## src/rtl/gx4000_audio_dma.sv

```systemverilog
// Plus/GX4000 three-channel sound DMA sequencer: per-scanline instruction fetch and PSG register writes.
// Optional macro GX4000_DMA_IRQ_EN enables the per-channel INT interrupt flags.
module gx4000_audio_dma (
    input  logic        clk_sys,
    input  logic        reset,
    input  logic        plus_mode,
    input  logic        hblank,
    input  logic        asic_en,
    input  logic [15:0] cpu_addr,
    input  logic [7:0]  cpu_data,
    input  logic        cpu_wr,
    output logic [15:0] mem_addr,
    output logic        mem_rd,
    input  logic [15:0] mem_data,
    input  logic        mem_ack,
    output logic [3:0]  psg_reg,
    output logic [7:0]  psg_data,
    output logic        psg_wr,
    input  logic        psg_ack,
    output logic [2:0]  dma_irq,
    output logic [7:0]  dcsr
);

    localparam int unsigned NCH = 3;
    localparam int unsigned AW  = 16;
    localparam int unsigned CW  = 12;
    localparam int unsigned PW  = 8;

    typedef enum logic [2:0] {S_IDLE, S_SEL, S_FETCH, S_EXEC, S_PSGWR} state_t;

    state_t        state_q, state_n;
    logic [1:0]    ch_q, ch_n;
    logic [AW-1:0] ptr_q [NCH], ptr_n [NCH];
    logic [AW-1:0] loop_addr_q [NCH], loop_addr_n [NCH];
    logic [PW-1:0] prescaler_q [NCH], prescaler_n [NCH];
    logic [PW-1:0] presc_q [NCH], presc_n [NCH];
    logic [CW-1:0] pause_q [NCH], pause_n [NCH];
    logic [CW-1:0] loop_q [NCH], loop_n [NCH];
    logic [NCH-1:0] enable_q, enable_n;
    logic [NCH-1:0] irq_q;
    logic          pending_q, pending_n;
    logic [15:0]   ir_q, ir_n;
    logic [AW-1:0] mem_addr_n;
    logic          mem_rd_n;
    logic [3:0]    psg_reg_n;
    logic [7:0]    psg_data_n;
    logic          psg_wr_n;
    logic          hb_q, hb_prev_q;
    logic          tick_c, cpu_we_c;

    assign tick_c   = hb_q & ~hb_prev_q & plus_mode;
    assign cpu_we_c = plus_mode & asic_en & cpu_wr;
    assign dma_irq  = irq_q;
    assign dcsr     = {1'b0, irq_q, 1'b0, enable_q};

    // Scanline tick edge detector on the registered hblank
    always_ff @(posedge clk_sys) begin
        if (reset) begin
            hb_q      <= 1'b0;
            hb_prev_q <= 1'b0;
        end else begin
            hb_q      <= hblank;
            hb_prev_q <= hb_q;
        end
    end

`ifdef GX4000_DMA_IRQ_EN
    logic [NCH-1:0] irq_n;
    always_ff @(posedge clk_sys) begin
        if (reset) irq_q <= '0;
        else       irq_q <= irq_n;
    end
`else
    assign irq_q = '0;
`endif

    always_ff @(posedge clk_sys) begin
        if (reset) begin
            state_q     <= S_IDLE;
            ch_q        <= '0;
            ptr_q       <= '{default: '0};
            loop_addr_q <= '{default: '0};
            prescaler_q <= '{default: '0};
            presc_q     <= '{default: '0};
            pause_q     <= '{default: '0};
            loop_q      <= '{default: '0};
            enable_q    <= '0;
            pending_q   <= 1'b0;
            ir_q        <= '0;
            mem_addr    <= '0;
            mem_rd      <= 1'b0;
            psg_reg     <= '0;
            psg_data    <= '0;
            psg_wr      <= 1'b0;
        end else begin
            state_q     <= state_n;
            ch_q        <= ch_n;
            ptr_q       <= ptr_n;
            loop_addr_q <= loop_addr_n;
            prescaler_q <= prescaler_n;
            presc_q     <= presc_n;
            pause_q     <= pause_n;
            loop_q      <= loop_n;
            enable_q    <= enable_n;
            pending_q   <= pending_n;
            ir_q        <= ir_n;
            mem_addr    <= mem_addr_n;
            mem_rd      <= mem_rd_n;
            psg_reg     <= psg_reg_n;
            psg_data    <= psg_data_n;
            psg_wr      <= psg_wr_n;
        end
    end

    always_comb begin
        logic       go_next;
        logic       start;
        logic [1:0] nc;
        state_n     = state_q;
        ch_n        = ch_q;
        ptr_n       = ptr_q;
        loop_addr_n = loop_addr_q;
        prescaler_n = prescaler_q;
        presc_n     = presc_q;
        pause_n     = pause_q;
        loop_n      = loop_q;
        enable_n    = enable_q;
        pending_n   = pending_q;
        ir_n        = ir_q;
        mem_addr_n  = mem_addr;
        mem_rd_n    = mem_rd;
        psg_reg_n   = psg_reg;
        psg_data_n  = psg_data;
        psg_wr_n    = psg_wr;
        go_next     = 1'b0;
        start       = 1'b0;
        nc          = 2'd0;
`ifdef GX4000_DMA_IRQ_EN
        // CPU clear is applied first so a same-cycle INT set wins
        irq_n = irq_q;
        if (cpu_we_c && cpu_addr == 16'h6C0F) irq_n = irq_q & ~cpu_data[6:4];
`endif

        if (tick_c && state_q != S_IDLE && !pending_q) pending_n = 1'b1;

        case (state_q)
            S_IDLE: begin
                if (plus_mode && (tick_c || pending_q)) begin
                    start     = 1'b1;
                    pending_n = 1'b0;
                end
            end
            S_SEL: begin
                if (enable_q[ch_q] && pause_q[ch_q] != '0) begin
                    if (presc_q[ch_q] == '0) begin
                        presc_n[ch_q] = prescaler_q[ch_q];
                        pause_n[ch_q] = pause_q[ch_q] - CW'(1);
                    end else begin
                        presc_n[ch_q] = presc_q[ch_q] - PW'(1);
                    end
                end
                go_next = 1'b1;
            end
            S_FETCH: begin
                if (mem_ack) begin
                    ir_n     = mem_data;
                    mem_rd_n = 1'b0;
                    state_n  = S_EXEC;
                end
            end
            S_EXEC: begin
                go_next = 1'b1;
                case (ir_q[15:12])
                    4'h0: begin
                        psg_reg_n  = ir_q[11:8];
                        psg_data_n = ir_q[7:0];
                        psg_wr_n   = 1'b1;
                        state_n    = S_PSGWR;
                        go_next    = 1'b0;
                    end
                    4'h1: begin
                        pause_n[ch_q] = ir_q[11:0];
                        presc_n[ch_q] = prescaler_q[ch_q];
                    end
                    4'h2: begin
                        loop_n[ch_q]      = ir_q[11:0];
                        loop_addr_n[ch_q] = ptr_q[ch_q];
                    end
                    4'h4: begin
                        if (ir_q[0]) begin
                            if (loop_q[ch_q] > CW'(1)) begin
                                loop_n[ch_q] = loop_q[ch_q] - CW'(1);
                                ptr_n[ch_q]  = loop_addr_q[ch_q];
                            end else begin
                                loop_n[ch_q] = '0;
                            end
                        end
`ifdef GX4000_DMA_IRQ_EN
                        if (ir_q[4]) irq_n[ch_q] = 1'b1;
`endif
                        if (ir_q[5]) enable_n[ch_q] = 1'b0;
                    end
                    default: ;
                endcase
            end
            S_PSGWR: begin
                if (psg_ack) begin
                    psg_wr_n = 1'b0;
                    go_next  = 1'b1;
                end
            end
            default: state_n = S_IDLE;
        endcase

        // Advance to the next channel, or wrap to a pending tick, or fall idle
        if (go_next) begin
            if (!plus_mode) begin
                state_n = S_IDLE;
            end else if (ch_q == 2'd2) begin
                if (pending_q) begin
                    start     = 1'b1;
                    pending_n = 1'b0;
                end else begin
                    state_n = S_IDLE;
                end
            end else begin
                start = 1'b1;
                nc    = ch_q + 2'd1;
            end
        end

        // Pointer advances at fetch launch so later CPU writes land on the next fetch
        if (start) begin
            ch_n = nc;
            if (enable_q[nc] && pause_q[nc] == '0) begin
                state_n    = S_FETCH;
                mem_rd_n   = 1'b1;
                mem_addr_n = ptr_q[nc];
                ptr_n[nc]  = ptr_q[nc] + AW'(2);
            end else begin
                state_n = S_SEL;
            end
        end

        if (cpu_we_c) begin
            for (int c = 0; c < NCH; c++) begin
                if (cpu_addr == AW'(32'h6C00 + 4 * c)) ptr_n[c][7:0]  = {cpu_data[7:1], 1'b0};
                if (cpu_addr == AW'(32'h6C01 + 4 * c)) ptr_n[c][15:8] = cpu_data;
                if (cpu_addr == AW'(32'h6C02 + 4 * c)) prescaler_n[c] = cpu_data;
            end
            if (cpu_addr == 16'h6C0F) enable_n = cpu_data[2:0];
        end

        for (int c = 0; c < NCH; c++) begin
            if (enable_n[c] && !enable_q[c]) begin
                pause_n[c] = '0;
                loop_n[c]  = '0;
                presc_n[c] = '0;
            end
        end

        if (!plus_mode) pending_n = 1'b0;
    end

endmodule

```

## config.mk

```make
export PLATFORM = sky130hd
export DESIGN_NAME = gx4000_audio_dma
export DESIGN_NICKNAME = d
export VERILOG_FILES = /design/src/rtl/gx4000_audio_dma.sv
export SDC_FILE = /design/constraint.sdc
export NUM_CORES = 1
export LEC_CHECK = 0
export BUFFER_PORTS_ARGS = -buffer_cell sky130_fd_sc_hd__buf_4
export CAP_MARGIN = 30
export CORE_AREA = 4 4 166 168
export CTS_BUF_LIST = sky130_fd_sc_hd__clkbuf_4 sky130_fd_sc_hd__clkbuf_8 sky130_fd_sc_hd__clkbuf_16
export DETAILED_ROUTE_END_ITERATION = 8
export DIE_AREA = 0 0 170 172
export GPL_TIMING_DRIVEN = 1
export PLACE_DENSITY_LB_ADDON = 0.25
export SLEW_MARGIN = 20
export SYNTH_ARGS = -nofsm -noshare
export SYNTH_HDL_FRONTEND = slang
export SYNTH_SLANG_ARGS = --single-unit
```

## constraint.sdc

```tcl
create_clock -name clk_sys -period 3.1 [get_ports clk_sys]
set_input_delay 0.31 -clock clk_sys [delete_from_list [all_inputs] [get_ports clk_sys]]
set_output_delay 0.31 -clock clk_sys [all_outputs]
set_load 0.05 [all_outputs]
```

* Yosys cells after proc, flatten, opt, wreduce, memory -nomap -nowiden *
Index checks and enable logic that the tools add are counted.

storage, ports and cells
  bits in registers = 273
  output and inout bits = 41
  word-level logic and storage cells = 230

cells by class
  add/subtract/negate cells = 5
  order comparisons = 8
  equal/unequal tests = 24
  mux-type cells = 110
  bitwise operators = 12
  reductions and logical operators = 41

operators by type and width
  cell                                                count
  two-way mux 48 bit                                  7
  two-way mux 36 bit                                  5
  == test 16 x 15 -> 1 bit, second input constant     10
  bitwise mux 36 bit                                  4
  bitwise mux 48 bit                                  3
  one-hot mux 36 bit (2 select lines)                 2
  two-way mux 16 bit                                  8
  binary-select mux 16 bit (select 2 bit)             3
  two-way mux 8 bit                                   11
  two-way mux 12 bit                                  7
  binary-select mux 12 bit (select 2 bit)             3
  two-way mux 24 bit                                  3
  demux 16 bit (select 2 bit)                         2
  bitwise mux 24 bit                                  2
  one-hot mux 24 bit (2 select lines)                 1
  bitwise AND 36 bit                                  1
  two-way mux 3 bit                                   12
  inverter 36 bit                                     1
  binary-select mux 8 bit (select 2 bit)              2
  demux 12 bit (select 2 bit)                         1
  subtractor 12 x 1 -> 12 bit, second input constant  2
  two-way mux 1 bit                                   23
  adder 16 x 2 -> 16 bit, second input constant       1
  demux 8 bit (select 2 bit)                          1
  42 further kinds                                    85

* Depth between registers and ports, before layout *
Gate-level depths: netlist (run 1).

  depth in word-level cells = 15
  mapped depth = 16

* Worst setup path before layout (run 1) *
No wires, ideal clock.

  path type = reg2reg
  from = reg ch_q[0]
  to = reg ptr_q[10] (netlist name)
  library setup time = 0.117 ns
  arrival time = 3.066 ns
  slack = -0.082 ns
  stages on the path, launching flop included = 14
  buffers on the path = 4
  period minus slack after synthesis = 3.182 ns
  path through = dfxtp_1 buf_6 buf_6 buf_6 mux2i_1 a2bb2oi_1 ha_1 nor2_1 or4b_4 o311ai_1 buf_4 mux2_2 mux2i_1 o21ai_1

on the way
  cells in the longest elaborated chain, start to end = 15
  elaborated cells between the ends (all ways) = 48

ends and longest elaborated chain
  element                                                                          RTL line  RTL
  start: declaration                                                               32        logic [1:0] ch_q, ch_n;
  start signal: assignment                                                         97        ch_q <= ch_n;
  parallel branches: the longest is 12 deep, another holds adder 16 x 2 -> 16 bit  --
  two-way mux 48 bit (*)                                                           233       if (start) begin
  two-way mux 8 bit                                                                248       if (cpu_addr == AW'(32'h6C01 + 4 * c)) ptr_n[c][15:8] = cpu_data;
  two-way mux 48 bit (*)                                                           245       if (cpu_we_c) begin
  end signal: assignment                                                           98        ptr_q <= ptr_n;
  end: declaration                                                                 33        logic [AW-1:0] ptr_q [NCH], ptr_n [NCH];

Mark *: on every way between the ends. The select of a mux whose other input is x is not followed.
A chain may end at the register's enable or synchronous reset.

* Worst setup path in the final report (run 1) *
  from = reg ch_q[0]
  to = reg ptr_q[38] (netlist name)

on the way
  cells in the longest elaborated chain, start to end = 15
  elaborated cells between the ends (all ways) = 48

ends and longest elaborated chain
  element                                                                          RTL line  RTL
  parallel branches: the longest is 12 deep, another holds adder 16 x 2 -> 16 bit  --
  two-way mux 48 bit (*)                                                           233
  two-way mux 8 bit                                                                247       if (cpu_addr == AW'(32'h6C00 + 4 * c)) ptr_n[c][7:0] = {cpu_data[7:1], 1'b0};
  two-way mux 48 bit (*)                                                           245

Marks and branches as above.

==> results of run 1 <==
==> worst reg2reg max path, cell delays in order (launching register included) <==
cell and delay (ns):
dfxtp_4 0.40, buf_4 0.14, mux2i_1 0.22, a2bb2oi_2 0.24
ha_2 0.24, nor2_1 0.05, or4b_4 0.53, o31ai_4 0.29
buf_12 0.21, nor2_1 0.17, a211oi_1 0.29, a211oi_1 0.10
==> synth_stat cells (12+ instances only) <==
library cell  instances
dfxtp_1             273
nor2_1              229
a21oi_1             147
nand2_1             143
mux2i_1             116
o21ai_0              88
a211oi_1             73
clkbuf_1             64
nor3_1               47
nand3_1              45
buf_2                39
a22oi_1              36
o2bb2ai_1            28
xnor2_1              28
a31oi_1              19
nand2b_1             19
nor2b_1              18
inv_1                17
nand4_1              17
o211ai_1             15
nor4_1               14
and3_1               13
buf_4                13
o21ai_1              12
==> worst min-delay path by stage <==
stage,startpoint,endpoint,slack [ns],cells after the start
after floorplan,cpu_data[4],ptr_q[12],0.42,2
after global routing,mem_data[7],ir_q[7],0.01,3
final,mem_data[7],ir_q[7],0.0005,3
after detailed placement,mem_addr[6],mem_addr[6],0.45,2
after CTS,mem_data[10],ir_q[10],0.002,3
after global placement,presc_q[17],presc_q[17],0.44,2
==> cell families after synthesis <==
group,synth area share [%]
xor+xnor,2.41
compound gates,22.7
other cells,0.0265
mux,9.18
fa+ha+maj,0.442
buf+inv,4.98
flops,38.6
simple gates,21.6
==> layout by cell type (no fill, tap or decap), types with 19 or more instances in the layout <==
cell | Yosys | final
buf_4 | 13 | 157
mux2i_1 | 116 | 116
clkbuf_16 | 0 | 33
o21ai_0 | 88 | 87
nand3_1 | 45 | 43
nand2b_1 | 19 | 19
a22oi_1 | 36 | 35
nor3_1 | 47 | 46
a21oi_1 | 147 | 147
a211oi_1 | 73 | 73
nor2_1 | 229 | 226
a31oi_1 | 19 | 19
nand2_1 | 143 | 143
xnor2_1 | 28 | 28
dfxtp_1 | 273 | 271
o2bb2ai_1 | 28 | 28
==> layout make-up <==
type	count	area, µm²	area share, %
Timing Repair Buffer	178	1470	8.88
Clock inverter	11	139	0.837
Inverter	17	63.8	0.385
Tap cell	335	419	2.53
Clock buffer	43	927	5.59
Multi-Input combinational cell	1303	8100	48.8
Sequential cell	273	5470	33.0
==> report_power, final <==
part / switching, mW / internal (mW)
combinational: 0.204 / 0.104
clock: 1.49 / 2.32
sequential: 0.00392 / 3.51
total: 1.70 / 5.93
==> repair_timing <==
item | CTS | global route
hold endpoints to repair | 12 | 0
cloned | 0 | 1
pin swaps | 0 | 3
hold buffers | 12 | 0
setup buffers | 0 | 4
setup endpoints to repair | 4 | 65
gates resized for setup | 1 | 12
==> per-layer routing <==
metal / GRT usage (%) / vias to the layer above / part of all wire [%]
met4: 10.2 / 0 / 3.3
met5: 0 / - / 0
li1: - / 6409 / -
met2: 48.0 / 707 / 44
met1: 42.4 / 6627 / 42
met3: 7.36 / 132 / 10
==> metrics.txt, run 1 <==
reg2reg start=ch_q[0]; post-placement cell count=2,088; ANT nets after route=0; H-tree depth=1; Setup CP Type=flip-flop to flip-flop; Num CTS Buffers=30; FF-to-FF setup slack=0.08 ns; Primary FF master, synth=dfxtp_1; Core Util, Final=around 64%; CTS Sinks=roughly 270; Final Hold Fails=0; DR WL/cell=approximately 22 µm; synthesized cell area=between 0.01 and 0.015 mm²; non-filler cells in the finished layout=2,160; asr flop ratio synth=0%; cell family with most CP delay=compound AO/OA/AOI/OAI gates; gp weighted congestion=0.998; first-pass GRT wire length=72.6 mm; die area=about 0.029 mm²; Mapped Cells=about 1,700; fmax=0.331 GHz; port bufs=80; Worst Hold Class=input pin to flip-flop; Mapped Avg Cell Area=a little over 8 µm²; I/O Pins=just under 90; Area Growth Syn to Fin=17.2%; post-synthesis cell type count=89; clk_lat worst skew=0.57 ns; # setup viols final=0; clock transition at the registers of the reported paths=roughly 0.060 ns; Crit path depth=11; crit path launch=ch_q[0]; slowest CP cell=or4b_4; Initial Util=between 50% and 60%; clk_skew=roughly 0.012 ns; FP Rows=between 50 and 60; cell depth of the worst flop-to-flop path=11; hold slack=0.000516 ns; vias in the first global route=roughly 13,000; CP endpoint=ptr_q[38]; Final Max Slew Viols=0; CP Cell Sequence=buf_4 -> mux2i_1 -> a2bb2oi_2 -> ha_2 -> nor2_1 -> or4b_4 -> o31ai_4 -> buf_12 -> nor2_1 -> a211oi_1 -> a211oi_1; routed vias/inst=between 6 and 7; final wirelength=46.8 mm; total negative slack=0 ns; overall power=7.63 mW; DPL Wire Length=32.7 mm; layout cells sized above 1=between 15 and 20%; initial DRC count=1,403; pre-CTS WS=approximately 0.0018 ns; n_diodes=0; initial antenna violation count=1; DIE HEIGHT=172 µm; Syn. warnings=0; Seq/Total Area, Yosys=around 39%; Final Instance Area=0.0166 mm²; Worst-Margin Slew=between 0.9 and 1 ns; crit share post-route=~97%; pwr dens=roughly 460 mW/mm²; outcome=complete, no violations; CP arrival=between 3 and 4 ns; largest net degree at the start of global routing=84; fin nets=between 1,500 and 2,000; P_leak=between 6 and 7 nW; Max VDD drop=between 400 and 500 µV; total global-route track usage=30.8%; CP max FO=21; Largest regs=loop_addr_q: 48 flops, ptr_q: 48 flops; critical path required time=about 3.5 ns; Area contributors post-synth=dfxtp_1, mux2i_1, nor2_1; Yosys reg bits=about 270; fill count=roughly 2,200; clk buf depth=3; clock root buffer master=clkbuf_16; max-capacitance violation count=0; GRT overflow=0; Slew HR=a little over a third; CP startpoint kind=flip-flop; fin worst setup slack=approximately 0.08 ns; die width=170 µm; Buf/Inv on CP=2; leading area contributor after synthesis=dfxtp_1; drt drc=0; iteration count of the initial detailed-routing pass=6; post-synth top area share=around two fifths; CTS tree=done; RSZ-0062 raised after global routing=yes; Reg-to-Reg End=ptr_q[38]; core box area=around 0.026 mm²; Final Critical Period=~3.0 ns; routed vias=13,875; Post-synth EDFFs=0; Crit path largest cell delay=between 0.5 and 0.6 ns; CP endpoint kind=flip-flop; Post-DP Area=roughly 0.015 mm²
(Power assumes the default switching activity.)
==> run 2: changes to the inputs <==
- CAP_MARGIN: 30 -> 5
- CORE_AREA: 4 4 166 168 -> 4 4 149 187
- DIE_AREA: 0 0 170 172 -> 0 0 153 191
==> run 2 against run 1 <==
Wire length rose by 2.0%. Critical path type unchanged. Core utilization barely moved. Clock-buffer cell count fell by 2. Critical path depth fell by 1. Worst hold slack improved by 0.0093 ns. Final cell count rose by 0.51%. Largest power group unchanged. Power fell by 3.1%. Sequential share of layout area barely moved. Register-to-register slack barely moved. Combinational power rose by 2%. Die area barely moved.
==> metrics.txt, run 2 (synthesized netlist as in run 1, its figures left out) <==
outcome=complete, no violations; fin nets=1,861 (+0.27%); CTS tree=done; GRT overflow=0 (unchanged); CP endpoint kind=flip-flop; Final Hold Fails=0 (unchanged); reg2reg start=ch_q[0]; CP startpoint kind=flip-flop; CTS Sinks=273 (unchanged); ANT nets after route=0 (unchanged); Setup CP Type=flip-flop to flip-flop; Worst-Margin Slew=1.07 ns (+0.123 ns); layout cells sized above 1=15.8% (+0.55 points); first-pass GRT wire length=75.0 mm (+3.3%); max-capacitance violation count=0 (unchanged); DPL Wire Length=33.6 mm (+2.9%); worst hold path cell count=3 (unchanged); die width=153 µm (-10%); initial antenna violation count=0 (-1); routing usage on met2=54.5% (+6.6 points); fin worst setup slack=0.0924 ns (+0.0114 ns); total negative slack=0 ns (unchanged); Num CTS Buffers=29 (-3.3%); die area=0.0292 mm² (about the same); CP most frequent cell=mux2_2; clock power share=48.2% (-1.7 points); cell family with most CP delay=multiplexers; DR WL/cell=22.0 µm (+1.5%); crit share post-route=97.0% (-0.37 points); I/O Pins=89 (unchanged); port bufs=80 (unchanged); CP max FO=10 (-52%); hold path startpoint=mem_data[15]; routed vias=13,814 (-0.44%); P_leak=6.15 nW (+0.12%); fill count=2,259 (+2.9%); Max VDD drop=480 µV (+7.2%); clk_lat worst skew=0.56 ns (about the same); FP Rows=66 (+12%); clk_skew=0.0135 ns (+0.00136 ns); vias in the first global route=13,675 (+3.7%); cell depth of the worst flop-to-flop path=10 (-1); Final Max Slew Viols=0 (unchanged); Slew HR=28.2% (-8.4 points); Reg-to-Reg End=ptr_q[12]; final wirelength=47.7 mm (+2.0%); routed vias/inst=6.36 (-0.94%); clk buf depth=3 (unchanged); Final Critical Period=3.01 ns (-0.0114 ns); drt drc=0 (unchanged); commonest non-fill, non-tap cell in the layout=dfxtp_1; layer with the highest usage=met2; commonest cells after routing, fill and taps aside=dfxtp_1, nor2_1, buf_4; switching power total=1.69 mW (-0.47%); largest net degree at the start of global routing=63 (-25%); # setup viols final=0 (unchanged); crit path launch=ch_q[0]; Pint=5.70 mW (-3.9%); Post-DP Area=0.0153 mm² (+0.29%); Crit path largest cell delay=0.53 ns (about the same); sequential fraction of design power=47.5% (+1.5 points); clock transition at the registers of the reported paths=0.06 ns (about the same); critical path required time=3.54 ns (about the same); fmax=0.332 GHz (+0.38%); n_diodes=0 (unchanged); WHS Endpoint=ir_q[15]; Largest regs=loop_addr_q: 48 flops, ptr_q: 48 flops; Area Growth Syn to Fin=17.4%; total global-route track usage=31.6% (+0.82 points); FF-to-FF setup slack=0.09 ns (about the same); GR Layer Usage met3=4.48% (-2.9 points); Buf/Inv on CP=1 (-1); Final Instance Area=0.0166 mm² (+0.13%); H-tree depth=1 (unchanged); Worst Hold Class=input pin to flip-flop; clock root buffer master=clkbuf_16; non-filler cells in the finished layout=2,171 (+0.51%); slowest CP cell=or4b_4; pwr dens=445 mW/mm² (-3.2%); DIE HEIGHT=191 µm (+11%); CP arrival=3.45 ns (about the same); overall power=7.40 mW (-3.1%); CP Cell Sequence=mux2_2 -> a22oi_2 -> ha_2 -> nor2_1 -> or4b_4 -> o311ai_4 -> buf_12 -> mux2_2 -> mux2i_1 -> o21ai_1; core box area=0.0259 mm² (about the same); Initial Util=54.6% (about the same); pre-CTS WS=0.0299 ns (+0.0281 ns); Core Util, Final=64.1% (about the same); Comb pwr share=4.2% (+0.2 points); initial DRC count=1,263 (-10%); iteration count of the initial detailed-routing pass=6 (unchanged); Net Sw Frac=22.9% (+0.60 points); post-placement cell count=2,094 (+0.29%); met1 global-route usage=37.2% (-5.1 points); hold slack=0.00982 ns (+0.00931 ns); gp weighted congestion=0.994 (-0.47%)
-- run 2: area by class of cell --
class	count	area, µm²	area share [%]
clock buffers	41	853	5.14
well taps	340	425	2.56
multi-input cells	1303	8130	49.0
clock inverters	13	126	0.761
inverters	17	63.8	0.384
repair buffers	184	1540	9.27
flip-flops and latches	273	5470	32.9
-- run 2: worst max-delay path by stage --
stage,endpoint,slack [ns],cells past startpoint
final,ptr_q[12],0.09,10
after CTS,loop_q[26],0.006,7
after global routing,ptr_q[10],-0.02,10
after floorplan,ptr_q[10],0.008,13
after global placement,loop_q[28],0.08,7
after detailed placement,loop_q[27],0.03,7
-- run 2: power by group through the flow --
stage	logic (mW)	registers (mW)	clock network, mW
3_5_place_dp	0.287	3.59	0
3_3_place_gp	0.286	3.59	0
5_1_grt	0.327	3.51	3.74
2_1_floorplan	0.166	3.59	0
4_1_cts	0.302	3.51	3.60
6_report	0.314	3.51	3.57
-- run 2: what timing repair did --
action,CTS,global route
buffers inserted,0,9
hold buffers,14,0
gates resized for setup,0,20
endpoints found under the setup margin,0,109
endpoints found under the hold margin,14,0
-- run 2: worst register-to-register path, cell delays in order (launching register included) --
cell and delay (ns):
dfxtp_4 0.41, mux2_2 0.36, a22oi_2 0.21, ha_2 0.24, nor2_1 0.05, or4b_4 0.53
o311ai_4 0.33, buf_12 0.20, mux2_2 0.36, mux2i_1 0.13, o21ai_1 0.07
-- run 2: routing by layer --
layer  share of wire, %  routed length (µm)
met1                 38               18100
met2                 48               22800
met3                7.3                3480
met4                7.2                3420
met5                  0                   0
